--- config.mk ---
export PLATFORM = sky130hd
export DESIGN_NAME = vga_timing_gen
export DESIGN_NICKNAME = d
export VERILOG_FILES = /design/src/rtl/vga_pkg.sv /design/src/rtl/vga_axis_counter.sv /design/src/rtl/vga_timing_gen.sv
export SDC_FILE = /design/constraint.sdc
export NUM_CORES = 1
export LEC_CHECK = 0
export ABC_CLOCK_PERIOD_IN_PS = 4000
export CAP_MARGIN = 30
export CORE_AREA = 2 2 101 103
export DETAILED_ROUTE_END_ITERATION = 16
export DIE_AREA = 0 0 103 105
export PLACE_DENSITY = 0.77
export SYNTH_ARGS = -nofsm -noshare
export SYNTH_HDL_FRONTEND = slang
export SYNTH_SLANG_ARGS = --single-unit
--- constraint.sdc ---
create_clock -name clk -period 4 [get_ports clk]
set_clock_uncertainty 0.05 [all_clocks]
set_input_delay 0.4 -clock clk [delete_from_list [all_inputs] [get_ports clk]]
set_output_delay 0.4 -clock clk [all_outputs]
set_load 0.005 [all_outputs]
--- src/rtl/vga_pkg.sv ---
// rtl/vga_pkg.sv - shared timing presets, colour-triple layout and width helper for the VGA generator
package vga_pkg;

    localparam int SVGA72_H_VISIBLE = 800;
    localparam int SVGA72_H_FP      = 56;
    localparam int SVGA72_H_SYNC    = 120;
    localparam int SVGA72_H_BP      = 64;
    localparam int SVGA72_V_VISIBLE = 600;
    localparam int SVGA72_V_FP      = 37;
    localparam int SVGA72_V_SYNC    = 6;
    localparam int SVGA72_V_BP      = 23;

    localparam int VGA60_H_VISIBLE  = 640;
    localparam int VGA60_H_FP       = 16;
    localparam int VGA60_H_SYNC     = 96;
    localparam int VGA60_H_BP       = 48;
    localparam int VGA60_V_VISIBLE  = 480;
    localparam int VGA60_V_FP       = 10;
    localparam int VGA60_V_SYNC     = 2;
    localparam int VGA60_V_BP       = 33;

    // Field index inside a {R,G,B} triple, counted from the LSB end in units of COLOR_W.
    localparam int R_FIELD = 2;
    localparam int G_FIELD = 1;
    localparam int B_FIELD = 0;
    localparam int TRIPLE  = 3;

    // Never returns 0 so single-value counters still get a 1-bit register.
    function automatic int clog2(input int value);
        int r;
        r = 0;
        while ((1 << r) < value) r = r + 1;
        return (r == 0) ? 1 : r;
    endfunction

endpackage

--- src/rtl/vga_axis_counter.sv ---
// rtl/vga_axis_counter.sv - one timing axis: wrapping counter with sync and visible region decode
module vga_axis_counter
    import vga_pkg::*;
#(
    parameter int VISIBLE = 800,
    parameter int FP      = 56,
    parameter int SYNC    = 120,
    parameter int BP      = 64
) (
    input  logic                                     clk,
    input  logic                                     rst,
    input  logic                                     ce,
    input  logic                                     wrap_in,
    output logic [clog2(VISIBLE+FP+SYNC+BP)-1:0]     count,
    output logic                                     sync_active,
    output logic                                     visible,
    output logic                                     wrap_out
);

    localparam int TOTAL = VISIBLE + FP + SYNC + BP;
    localparam int CW    = clog2(TOTAL);

    localparam logic [CW-1:0] LAST       = CW'(TOTAL - 1);
    localparam logic [CW-1:0] VIS_END    = CW'(VISIBLE);
    localparam logic [CW-1:0] SYNC_FIRST = CW'(VISIBLE + FP);
    localparam logic [CW-1:0] SYNC_LAST  = CW'(VISIBLE + FP + SYNC - 1);

    // wrap_in chains the axes: the vertical axis only steps when the horizontal one wraps.
    always_ff @(posedge clk or posedge rst) begin
        if (rst) begin
            count <= '0;
        end else if (ce && wrap_in) begin
            count <= (count == LAST) ? '0 : count + 1'b1;
        end
    end

    assign wrap_out    = wrap_in && (count == LAST);
    assign visible     = (count < VIS_END);
    assign sync_active = (count >= SYNC_FIRST) && (count <= SYNC_LAST);

endmodule

--- src/rtl/vga_timing_gen.sv ---
// rtl/vga_timing_gen.sv - parametrised VGA timing generator with banded, frame-buffered colour code
module vga_timing_gen
    import vga_pkg::*;
#(
    parameter int H_VISIBLE = SVGA72_H_VISIBLE,
    parameter int H_FP      = SVGA72_H_FP,
    parameter int H_SYNC    = SVGA72_H_SYNC,
    parameter int H_BP      = SVGA72_H_BP,
    parameter int V_VISIBLE = SVGA72_V_VISIBLE,
    parameter int V_FP      = SVGA72_V_FP,
    parameter int V_SYNC    = SVGA72_V_SYNC,
    parameter int V_BP      = SVGA72_V_BP,
    parameter bit HSYNC_POL = 1'b1,
    parameter bit VSYNC_POL = 1'b1,
    parameter int COLOR_W   = 4,
    parameter int NUM_COLS  = 2
) (
    input  logic                                               clk,
    input  logic                                               rst,
    input  logic                                               pix_ce,
    input  logic [NUM_COLS*3*COLOR_W-1:0]                      code,
    input  logic                                               code_wr,
    output logic                                               hsync,
    output logic                                               vsync,
    output logic [COLOR_W-1:0]                                 red,
    output logic [COLOR_W-1:0]                                 green,
    output logic [COLOR_W-1:0]                                 blue,
    output logic                                               blank,
    output logic [clog2(H_VISIBLE+H_FP+H_SYNC+H_BP)-1:0]       pix_x,
    output logic [clog2(V_VISIBLE+V_FP+V_SYNC+V_BP)-1:0]       pix_y,
    output logic                                               frame_start,
    output logic                                               line_end
);

    localparam int H_TOTAL  = H_VISIBLE + H_FP + H_SYNC + H_BP;
    localparam int V_TOTAL  = V_VISIBLE + V_FP + V_SYNC + V_BP;
    localparam int XW       = clog2(H_TOTAL);
    localparam int YW       = clog2(V_TOTAL);
    localparam int TRIPLE_W = TRIPLE * COLOR_W;
    localparam int CODE_W   = NUM_COLS * TRIPLE_W;
    localparam int BAND_W   = H_VISIBLE / NUM_COLS;
    localparam int BW_W     = clog2(BAND_W);
    localparam int CI_W     = clog2(NUM_COLS);

    localparam logic [BW_W-1:0] BAND_LAST = BW_W'(BAND_W - 1);
    localparam logic [CI_W-1:0] COL_LAST  = CI_W'(NUM_COLS - 1);

    if (H_VISIBLE % NUM_COLS != 0) begin : g_chk_cols
        $error("H_VISIBLE must be a multiple of NUM_COLS");
    end
    if (H_SYNC == 0 || V_SYNC == 0) begin : g_chk_sync
        $error("sync widths must be non-zero");
    end

    logic [XW-1:0] h_cnt;
    logic [YW-1:0] v_cnt;
    logic          h_sync, v_sync, h_vis, v_vis, h_wrap, v_wrap;

    vga_axis_counter #(
        .VISIBLE (H_VISIBLE),
        .FP      (H_FP),
        .SYNC    (H_SYNC),
        .BP      (H_BP)
    ) u_h_axis (
        .clk         (clk),
        .rst         (rst),
        .ce          (pix_ce),
        .wrap_in     (1'b1),
        .count       (h_cnt),
        .sync_active (h_sync),
        .visible     (h_vis),
        .wrap_out    (h_wrap)
    );

    vga_axis_counter #(
        .VISIBLE (V_VISIBLE),
        .FP      (V_FP),
        .SYNC    (V_SYNC),
        .BP      (V_BP)
    ) u_v_axis (
        .clk         (clk),
        .rst         (rst),
        .ce          (pix_ce),
        .wrap_in     (h_wrap),
        .count       (v_cnt),
        .sync_active (v_sync),
        .visible     (v_vis),
        .wrap_out    (v_wrap)
    );

    logic [BW_W-1:0]   col_cnt;
    logic [CI_W-1:0]   col_idx;
    logic [CODE_W-1:0] shadow, active;
    logic              pending;

    // Band index advances every BAND_W visible pixels and parks on the last band through blanking.
    always_ff @(posedge clk or posedge rst) begin
        if (rst) begin
            col_cnt <= '0;
            col_idx <= '0;
        end else if (pix_ce) begin
            if (h_wrap) begin
                col_cnt <= '0;
                col_idx <= '0;
            end else if (h_vis && col_cnt == BAND_LAST) begin
                col_cnt <= '0;
                if (col_idx != COL_LAST) col_idx <= col_idx + 1'b1;
            end else if (h_vis) begin
                col_cnt <= col_cnt + 1'b1;
            end
        end
    end

    // The frame-end pixel is always blanked, so swapping there never alters a visible frame.
    always_ff @(posedge clk or posedge rst) begin
        if (rst) begin
            shadow  <= '0;
            active  <= '0;
            pending <= 1'b0;
        end else begin
            if (code_wr) shadow <= code;
            if (pix_ce && v_wrap) begin
                if (code_wr) active <= code;
                else if (pending) active <= shadow;
                pending <= 1'b0;
            end else if (code_wr) begin
                pending <= 1'b1;
            end
        end
    end

    logic [TRIPLE_W-1:0] bands [NUM_COLS];
    for (genvar i = 0; i < NUM_COLS; i++) begin : g_band
        assign bands[i] = active[(NUM_COLS-1-i)*TRIPLE_W +: TRIPLE_W];
    end

    logic [TRIPLE_W-1:0] band_sel;
    logic                vis;
    assign band_sel = bands[col_idx];
    assign vis      = h_vis && v_vis;

    always_ff @(posedge clk or posedge rst) begin
        if (rst) begin
            hsync       <= ~HSYNC_POL;
            vsync       <= ~VSYNC_POL;
            red         <= '0;
            green       <= '0;
            blue        <= '0;
            blank       <= 1'b1;
            pix_x       <= '0;
            pix_y       <= '0;
            frame_start <= 1'b0;
            line_end    <= 1'b0;
        end else if (pix_ce) begin
            hsync       <= h_sync ~^ HSYNC_POL;
            vsync       <= v_sync ~^ VSYNC_POL;
            red         <= vis ? band_sel[R_FIELD*COLOR_W +: COLOR_W] : '0;
            green       <= vis ? band_sel[G_FIELD*COLOR_W +: COLOR_W] : '0;
            blue        <= vis ? band_sel[B_FIELD*COLOR_W +: COLOR_W] : '0;
            blank       <= ~vis;
            pix_x       <= h_cnt;
            pix_y       <= v_cnt;
            frame_start <= (h_cnt == '0) && (v_cnt == '0);
            line_end    <= h_wrap;
        end
    end

endmodule

# After elaboration in Yosys (flattened, before gate mapping)
# Index checks and enable logic that the tools add are counted.
# Widths: inputs -> output; s select.
[totals] ff_bits=118 inputBits=28 out_inout_bits=38 wordCells=68
[op_classes] n_addsub=4 n_lt_le_gt_ge=7 n_eq_ne=3 muxes=18 n_bitwise=2 reduce_logical=17
[op_table] op="$mux 24" n=2
[op_table] op="$mux 12" n=3
[op_table] op="$mux 9" n=3
[op_table] op="$mux 4" n=3
[op_table] op="$add 11x1->11 const B" n=1
[op_table] op="$eq 11x11->1 const B" n=1
[op_table] op="$ge 11x10->1 const B" n=1
[op_table] op="$le 11x10->1 const B" n=1
[op_table] op="$logic_not 11->1" n=1
[op_table] op="$lt 11x10->1 const B" n=1
[op_table] op="$mux 11" n=1
[op_table] op="$add 10x1->10 const B" n=1
[op_table] op="$eq 10x10->1 const B" n=1
[op_table] op="$ge 10x10->1 const B" n=1
[op_table] op="$le 10x10->1 const B" n=1
[op_table] op="$logic_not 10->1" n=1
[op_table] op="$lt 10x10->1 const B" n=1
[op_table] op="$mux 10" n=1
[op_table] op="$add 9x1->9 const B" n=1
[op_table] op="$eq 9x9->1 const B" n=1
[op_table] op="$logic_and 1x1->1" n=8
[op_table] op="$reduce_and 2->1" n=3
[op_table] op="$reduce_bool 2->1" n=3
[op_table] op="$mux 1" n=5
[op_table] op="5 further kinds" n=5

# Longest topological paths before layout
# Gate-level depths: netlist of the first run.
[depth] word_depth=5 ltp_mapped=8 ltp_nobuf=5

# Modules after synthesis
# A second synthesis of the first run with hierarchy kept.
[hier_totals] hier_cells=405 hier_area_um2=5235.0
[modules_own_cells] mod="vga_timing_gen" n_inst=1 cells_per_inst=271 area_per_inst_um2=3950.0 seq_area_each_um2=2428.6
[modules_own_cells] mod="vga_axis_counter (u_v_axis)" n_inst=1 cells_per_inst=65 area_per_inst_um2=660.6 seq_area_each_um2=250.2
[modules_own_cells] mod="vga_axis_counter (u_h_axis)" n_inst=1 cells_per_inst=69 area_per_inst_um2=624.3 seq_area_each_um2=275.3

# Worst setup path after synthesis of the first run
# OpenSTA, ideal clock, no wires.
[synth_timing] kind="reg2reg" from="register u_h_axis.count[1]" to="register active[10]" setup_time_ns=0.125 arrival_time_ns=1.900 required_time_ns=3.825 slack_ns=1.925 stages_incl_launch_ff=8 path_buffers=2 period_less_slack_ns=2.075 path_cell_list="dfrtp_1 -> ha_1 -> and4_1 -> clkbuf_2 -> nand4_4 -> nor3_4 -> buf_6 -> mux2_2"
[synth_between] elab_chain_cells=4
[synth_lines] element="start, declared" line="vga_axis_counter.sv:14" text="output logic [clog2(VISIBLE+FP+SYNC+BP)-1:0] count,"
[synth_lines] element="start signal, assigned" line="vga_axis_counter.sv:33" text="count <= (count == LAST) ? '0 : count + 1'b1;"
[synth_lines] element="$eq 11x11->1" line="vga_axis_counter.sv:37" text="assign wrap_out = wrap_in && (count == LAST);"
[synth_lines] element="$logic_and 1x1->1" line="vga_axis_counter.sv:37"
[synth_lines] element="$logic_and 1x1->1" line="vga_timing_gen.sv:122" text="if (pix_ce && v_wrap) begin"
[synth_lines] element="$reduce_and 2->1 (no line)"
[synth_lines] element="end signal, assigned" line="vga_timing_gen.sv:123" text="if (code_wr) active <= code;"
[synth_lines] element="end signal, assigned" line="vga_timing_gen.sv:124" text="else if (pending) active <= shadow;"
[synth_lines] element="end, declared" line="vga_timing_gen.sv:93" text="logic [CODE_W-1:0] shadow, active;"
# No other way between the ends.
# A chain may end at the register's enable or synchronous reset.

# Worst setup path after layout of the first run
[layout_timing] from="register u_h_axis.count[0]" to="register active[17]"
# Same word-level chain as after synthesis.

==> summary.txt, run 1 <==
Status
  – Status: complete, no violations

Setup path
  – CP Data Arrival Time: 2.93 ns
  – R2r startpoint: u_h_axis.count[0]
  – Required time of the critical path: 4.35 ns
  – R2R cell count: 6
  – CP Launch Type: register
  – Element type at the critical path end: register
  – Reg-to-Reg End: active[17]
  – Crit path max-delay cell type: dfrtp_1
  – FF-to-FF setup slack: 1.42 ns
  – Crit path max fanout: 24
  – Max incr delay on CP: 0.42 ns
  – Buf/Inv on CP: 1
  – CP Class: register to register
  – Critical-path cell list: ha_1 > and4_1 > nand4_4 > nor3_4 > buf_4 > mux2_2
  – Delay-heaviest family, CP: simple AND/OR/NAND/NOR gates

Global routing
  – Vias in the first global route: 3,714
  – Global-route wire length before repair: 18,100 um
  – Total gr overflow: 0
  – Initial antenna violation count: 0
  – GRT Overall Usage: 21.8%
  – Largest net degree at the start of global routing: 63

Pwr
  – Clock share of power: a little under half
  – Net switching power: 0.824 mW
  – Comb power frac: 10.8%
  – Net Sw Frac: 25.1%
  – Int Power: roughly 2.5 mW
  – Sequential Power Share: 43.2%
  – PD cells: 500 mW/mm^2
  – Worst vdd ir: 0.348 mV
  – LEAKAGE: about 2.8 nW

Routing
  – Iteration-0 DRC count of the detailed router: 240
  – DRC Markers: 0
  – First-pass DRT Iterations: 4
  – WL final: 10,700 um
  – Routed vias: 3,559
  – Antenna Nets Post-Route: 0
  – Drt via density: about 5.7
  – Drt wl/cell: about 17 um

Yosys
  – Warnings, synthesis: 0
  – Synth Flop Type: dfrtp_1
  – Synth unique cells: 55
  – Synthesized cell area: roughly 0.0052 sq mm
  – Post-Syn Nets: 458
  – Syn avg cell area: 12.4 sq um
  – Asr flop ratio synth: 100%
  – Post-synth EDFFs: 0
  – Part of the Yosys area used for sequential elements: 56.3%
  – Synth Instances: 422
  – Flops & latches, synth: 118

Finish
  – Layout fillers: roughly 700
  – Layout cells sized above 1: between 20% and 30%
  – Nets: ~520
  – Non-Filler Instances: 629
  – Post-route cell area: 0.00657 sq mm
  – Antenna Cells: 0
  – P&R area growth vs syn: 25.3%

Timing
  – Final Hold Viols: 0
  – # setup viols final: 0
  – RSZ-0062 raised after global routing: no
  – Slew Limit Fails: 0
  – Setup TNS: 0 ns
  – Period utilisation layout: 64.6%
  – Max Freq: 387 MHz
  – Relative slew margins: a little under a third
  – Period minus WS final: around 2.6 ns
  – Final worst hold slack: 0.327 ns
  – Worst slew pin tran: 1.04 ns

Placement
  – # port buffers: 65
  – Area after DPL: 0.00597 sq mm
  – Dpl cells: 597
  – Final GP Congestion: 0.858
  – Post-DP HPWL: 6910 um

Floorplan
  – Die X: 103 um
  – Row cnt: 36
  – Core Box Area: 0.00964 sq mm
  – Die area: between 0.01 and 0.015 sq mm
  – Io pins: 66
  – Die height: 105 um
  – Starting Density: 54.4%

Clock tree
  – CTS clk-pin slew, worst paths: around 0.06 ns
  – Clk root buf: clkbuf_8
  – Clock Sinks: 118
  – Hold buffer count at cts: 0
  – Setup bufs post-CTS: 0
  – Resized Gates After CTS: 0
  – CTS Buf Count: 17
  – CTS tree: yes
  – Htree depth: 4
  – Clk_lat worst skew: about 0.52 ns
  – Clock buffer depth: 2

Run
  – Max Cap Viol: 0

Worst hold path
  – Hold Path Class: primary input to asynchronous set/reset pin
[worst register-to-register path: stages (launching register included)]
cell     delay (ns)
dfrtp_1        0.42
ha_1           0.24
and4_1         0.39
nand4_4        0.34
nor3_4         0.28
buf_4          0.35
mux2_2         0.40
[per-stage QoR]
stage	power [mW]	utilization, %	setup WS, ns
6_report	3.29	68.2	1.42
4_1_cts	3.31	68.2	1.42
5_1_grt	3.43	68.2	1.27
3_5_place_dp	1.79	61.9	1.44
2_1_floorplan	1.65	-	0.423
3_3_place_gp	1.78	61.9	1.52
[synthesized netlist by cell type, drive strengths merged (3+ instances only)]
cell type,count,area (sq um)
a21oi,6,30.0
a31oi,4,25.0
and3,8,50.1
buf,9,65.1
clkbuf,18,71.3
dfrtp,117,2930
ha,8,100
inv,26,97.6
mux2,69,777
mux2i,15,150
nand2,10,37.5
nand2b,3,18.8
nand3,25,125
nand4,7,58.8
nor2,10,37.5
nor4,4,40.0
o211ai,4,30.0
o21ai,13,65.1
o22ai,14,87.6
o311ai,3,26.3
o31ai,3,22.5
or3,3,18.8
or4,4,30.0
xnor2,5,43.8
xor2,6,52.6
[sequential cells by signal, indices dropped and copies added (netlist names), 4 cells and up]
signal,flops
active,24
shadow,24
pix_x,11
u_h_axis.count,11
pix_y,10
u_v_axis.count,10
col_cnt,9
blue,4
green,4
red,4
[power groups by stage]
stage	clock network (mW)	logic (mW)	registers (mW)
global route	1.60	0.397	1.44
finish	1.51	0.354	1.42
CTS	1.54	0.359	1.42
global placement	0	0.344	1.44
floorplan	0	0.265	1.38
detailed placement	0	0.354	1.44
[worst max-delay path by stage]
stage,slack [ns],from,end,cells after the start
after detailed placement,1.44,u_h_axis.count[1],active[17],6
after floorplan,0.42,rst,active[0],1
after CTS,1.42,u_h_axis.count[1],active[17],6
after global placement,1.52,u_h_axis.count[1],active[2],6
after global routing,1.27,u_h_axis.count[0],active[17],6
final,1.42,u_h_axis.count[0],active[17],6
[final cells by class]
class	instances	area, sq um	share of cell area (%)
inverters	26	100	1.52
repair buffers	69	688	10.5
well taps	133	166	2.53
clock inverters	14	176	2.68
multi-input cells	251	2060	31.3
flip-flops and latches	118	2950	45.0
clock buffers	18	428	6.51
[cells by family (layout without fill, tap and decap cells)]
| group | after synthesis | count (layout) | synth area share [%] |
|---|---|---|---|
| AND/OR/NAND/NOR | 89 | 89 | 10.4 |
| buffers and inverters | 53 | 127 | 4.46 |
| AO/OA/AOI/OAI | 59 | 59 | 7.39 |
| multiplexers | 84 | 84 | 17.7 |
| flip-flops | 118 | 118 | 56.3 |
| adder cells (fa/ha/maj) | 8 | 8 | 1.91 |
| XOR/XNOR | 11 | 11 | 1.84 |
[cell usage in the layout (no fill, tap or decap), types with 2 or more instances in the layout]
master | synthesis | layout
and4_1 | 2 | 2
inv_1 | 26 | 25
mux2_2 | 68 | 68
o311ai_0 | 3 | 3
nand4_1 | 6 | 6
a21oi_1 | 6 | 6
nor4b_1 | 2 | 2
o22ai_1 | 14 | 14
xnor2_1 | 5 | 5
buf_4 | 1 | 3
clkinvlp_4 | 0 | 2
or3_1 | 3 | 3
nand2b_1 | 3 | 3
a41oi_1 | 2 | 2
clkdlybuf4s50_1 | 0 | 64
a31oi_1 | 4 | 4
clkbuf_16 | 0 | 16
o21ai_0 | 12 | 12
and4bb_2 | 2 | 2
a21o_1 | 2 | 2
nor2b_1 | 2 | 2
and3_1 | 8 | 8
mux2i_1 | 15 | 15
nor2_1 | 10 | 10
nand2_1 | 10 | 10
clkinv_4 | 0 | 6
clkinv_2 | 0 | 2
dfrtp_1 | 117 | 117
ha_1 | 8 | 8
o31ai_1 | 3 | 3
bufinv_16 | 0 | 3
nor4_1 | 3 | 3
xor2_1 | 6 | 6
o211ai_1 | 4 | 4
nand3_1 | 25 | 25
clkbuf_8 | 0 | 2
or4_1 | 4 | 4
[layer usage]
layer	vias to the layer above	GRT usage [%]	wire (um)
met1	1811	28.7	4710
met5	-	0	0
li1	1645	-	-
met3	16	6.29	448
met4	0	8.08	154
met2	87	34.0	5340
Note: power is estimated with default switching activity, not from simulation.
==> inputs of run 2 (changes only) <==
- ABC_CLOCK_PERIOD_IN_PS: 4000 -> 2310
- CORE_AREA: 2 2 101 103 -> 2 2 106 108
- DIE_AREA: 0 0 103 105 -> 0 0 108 110
- PLACE_DENSITY: 0.77 -> 0.74
- clock period: 4 -> 2.31 ns (I/O delays scaled with it)
==> run 2 against run 1 <==
Against the previous run: clock power grew 77%; combinational power grew 100%; largest power group unchanged; via count grew 0.14%; total power grew 77%; largest cell class unchanged.
==> summary.txt, run 2 (synthesis results as in run 1) <==
Status
  – Status: complete, no violations (unchanged)

Global routing
  – Total gr overflow: 0 (unchanged)
  – Global-route wire length before repair: 18,100 um (about the same)
  – Vias in the first global route: 3,617 (was 3,714)
  – Initial antenna violation count: 0 (unchanged)
  – Largest net degree at the start of global routing: 119 (was 63)
  – GRT Overall Usage: 20.0% (was 21.8%)

Setup path
  – Element type at the critical path end: register (unchanged)
  – CP Launch Type: register (unchanged)
  – Required time of the critical path: 2.67 ns (was 4.35 ns)
  – Crit path max fanout: 24 (unchanged)
  – CP Data Arrival Time: 2.54 ns (was 2.93 ns)
  – CP Class: register to register (unchanged)

Finish
  – Most common cell after layout, fill and taps aside: dfrtp_1 (unchanged)
  – Post-route cell area: 0.00673 sq mm (was 0.00657 sq mm)
  – Layout cells sized above 1: 25.6% (was 23.2%)
  – Multi-input logic area: 0.00206 sq mm (about the same)
  – Layout fillers: 805 (was 708)
  – P&R area growth vs syn: 28.2% (was 25.3%)
  – Post-Route Utilization: 62.9% (was 68.2%)
  – Antenna Cells: 0 (unchanged)
  – Commonest cells after routing, fill and taps aside: dfrtp_1 (117), mux2_2 (68), clkdlybuf4s50_1 (64) (unchanged)
  – Largest registers: active x24, shadow x24 (unchanged)
  – Nets: 534 (was 519)
  – Sequential Area: 0.00295 sq mm (unchanged)

Routing
  – Antenna Nets Post-Route: 0 (unchanged)
  – First-pass DRT Iterations: 5 (was 4)
  – Routed vias: 3,564 (was 3,559)
  – Drt wl/cell: 16.8 um (was 16.9 um)
  – Drt via density: 5.47 (was 5.66)
  – Iteration-0 DRC count of the detailed router: 338 (was 240)
  – DRC Markers: 0 (unchanged)
  – WL final: 11,000 um (was 10,700 um)

Timing
  – Setup TNS: 0 ns (unchanged)
  – Relative slew margins: 45.5% (was 30.2%)
  – Worst slew pin tran: 0.817 ns (was 1.04 ns)
  – Period utilisation layout: 94.3% (was 64.6%)
  – Period minus WS final: 2.18 ns (was 2.58 ns)
  – Max Freq: 459 MHz (was 387 MHz)
  – Final WS setup: 0.133 ns (was 1.42 ns)
  – # setup viols final: 0 (unchanged)
  – Slew Limit Fails: 0 (unchanged)
  – RSZ-0062 raised after global routing: no (unchanged)
  – Final Hold Viols: 0 (unchanged)

Pwr
  – LEAKAGE: 2.92 nW (was 2.84 nW)
  – Worst vdd ir: 0.575 mV (was 0.348 mV)
  – PD cells: 866 mW/mm^2 (was 500 mW/mm^2)

Placement
  – Post-DP HPWL: 7050 um (was 6910 um)
  – Final GP Congestion: 0.790 (was 0.858)
  – Dpl ws: 0.177 ns (was 1.44 ns)
  – Area after DPL: 0.00611 sq mm (was 0.00597 sq mm)
  – # port buffers: 65 (unchanged)

Clock tree
  – Resized Gates After CTS: 0 (unchanged)
  – CTS Buf Count: 17 (unchanged)
  – Clk root buf: clkbuf_8 (unchanged)
  – CTS clk-pin slew, worst paths: 0.06 ns (about the same)
  – Htree depth: 4 (unchanged)
  – Clock buffer depth: 2 (unchanged)
  – Setup bufs post-CTS: 0 (unchanged)
  – Clk_lat worst skew: 0.52 ns (about the same)
  – Hold buffer count at cts: 0 (unchanged)
  – Clock Sinks: 118 (unchanged)
  – CTS tree: yes (unchanged)

Floorplan
  – Core Box Area: 0.0107 sq mm (was 0.00964 sq mm)
  – Die height: 110 um (was 105 um)
  – Io pins: 66 (unchanged)
  – Row cnt: 38 (was 36)
  – Die area: 0.0119 sq mm (was 0.0108 sq mm)
  – Die X: 108 um (was 103 um)
  – Starting Density: 49.0% (was 54.4%)

Worst hold path
  – Hold Path Class: primary input to asynchronous set/reset pin (unchanged)

Run
  – Max Cap Viol: 0 (unchanged)
[run 2: worst paths after layout]
path	startpoint	to	slack (ns)	depth (start not counted)
max	u_h_axis.count[0]	active[13]	0.13	6
min	rst	pix_y[4]	0.18	3
max reg2reg	u_h_axis.count[0]	active[13]	0.13	6
min reg2reg	shadow[4]	shadow[4]	0.45	1
max in group asynchronous	rst	blue[0]	1.58	3
min in group clk	pix_ce	col_cnt[2]	0.23	5
[run 2: layer usage]
layer  vias to the layer above  track usage, %  routed length [um]
met5                         -               0                   0
met1                      1774            26.0                5060
met3                        15            5.53                 379
met4                         0            6.78                 119
li1                       1684               -                   -
met2                        91            32.6                5390
[run 2: where the power goes]
| group | leakage [nW] | switching [mW] | internal (mW) | total [mW] |
|---|---|---|---|---|
| registers | 1.47 | 0.164 | 2.26 | 2.42 |
| logic | 1.16 | 0.337 | 0.385 | 0.722 |
| clock network | 0.294 | 1.01 | 1.67 | 2.68 |
| total | 2.92 | 1.51 | 4.31 | 5.82 |
[run 2: cell type report]
cell class,instances,area share [%]
sequential,118,43.9
clock buffer,17,6.16
multi-input combinational,251,30.7
clock inverter,15,2.88
inverter,26,1.51
tap,140,2.60
timing repair buffer,84,12.3
[run 2: critical path, cell delays in order, from the launching register on]
cell and delay [ns]:
dfrtp_1 0.44, ha_1 0.24, and4_1 0.28, nand4_4 0.20, nor3_4 0.27, buf_12 0.21
mux2_2 0.36
[run 2: metrics by stage]
stage	hold WS [ns]	cells	power (mW)
6_report	0.175	651	5.82
3_5_place_dp	0.434	619	3.18
5_1_grt	0.242	651	6.06
2_1_floorplan	0.345	422	2.85
4_1_cts	0.202	651	5.87
3_3_place_gp	0.420	619	3.15
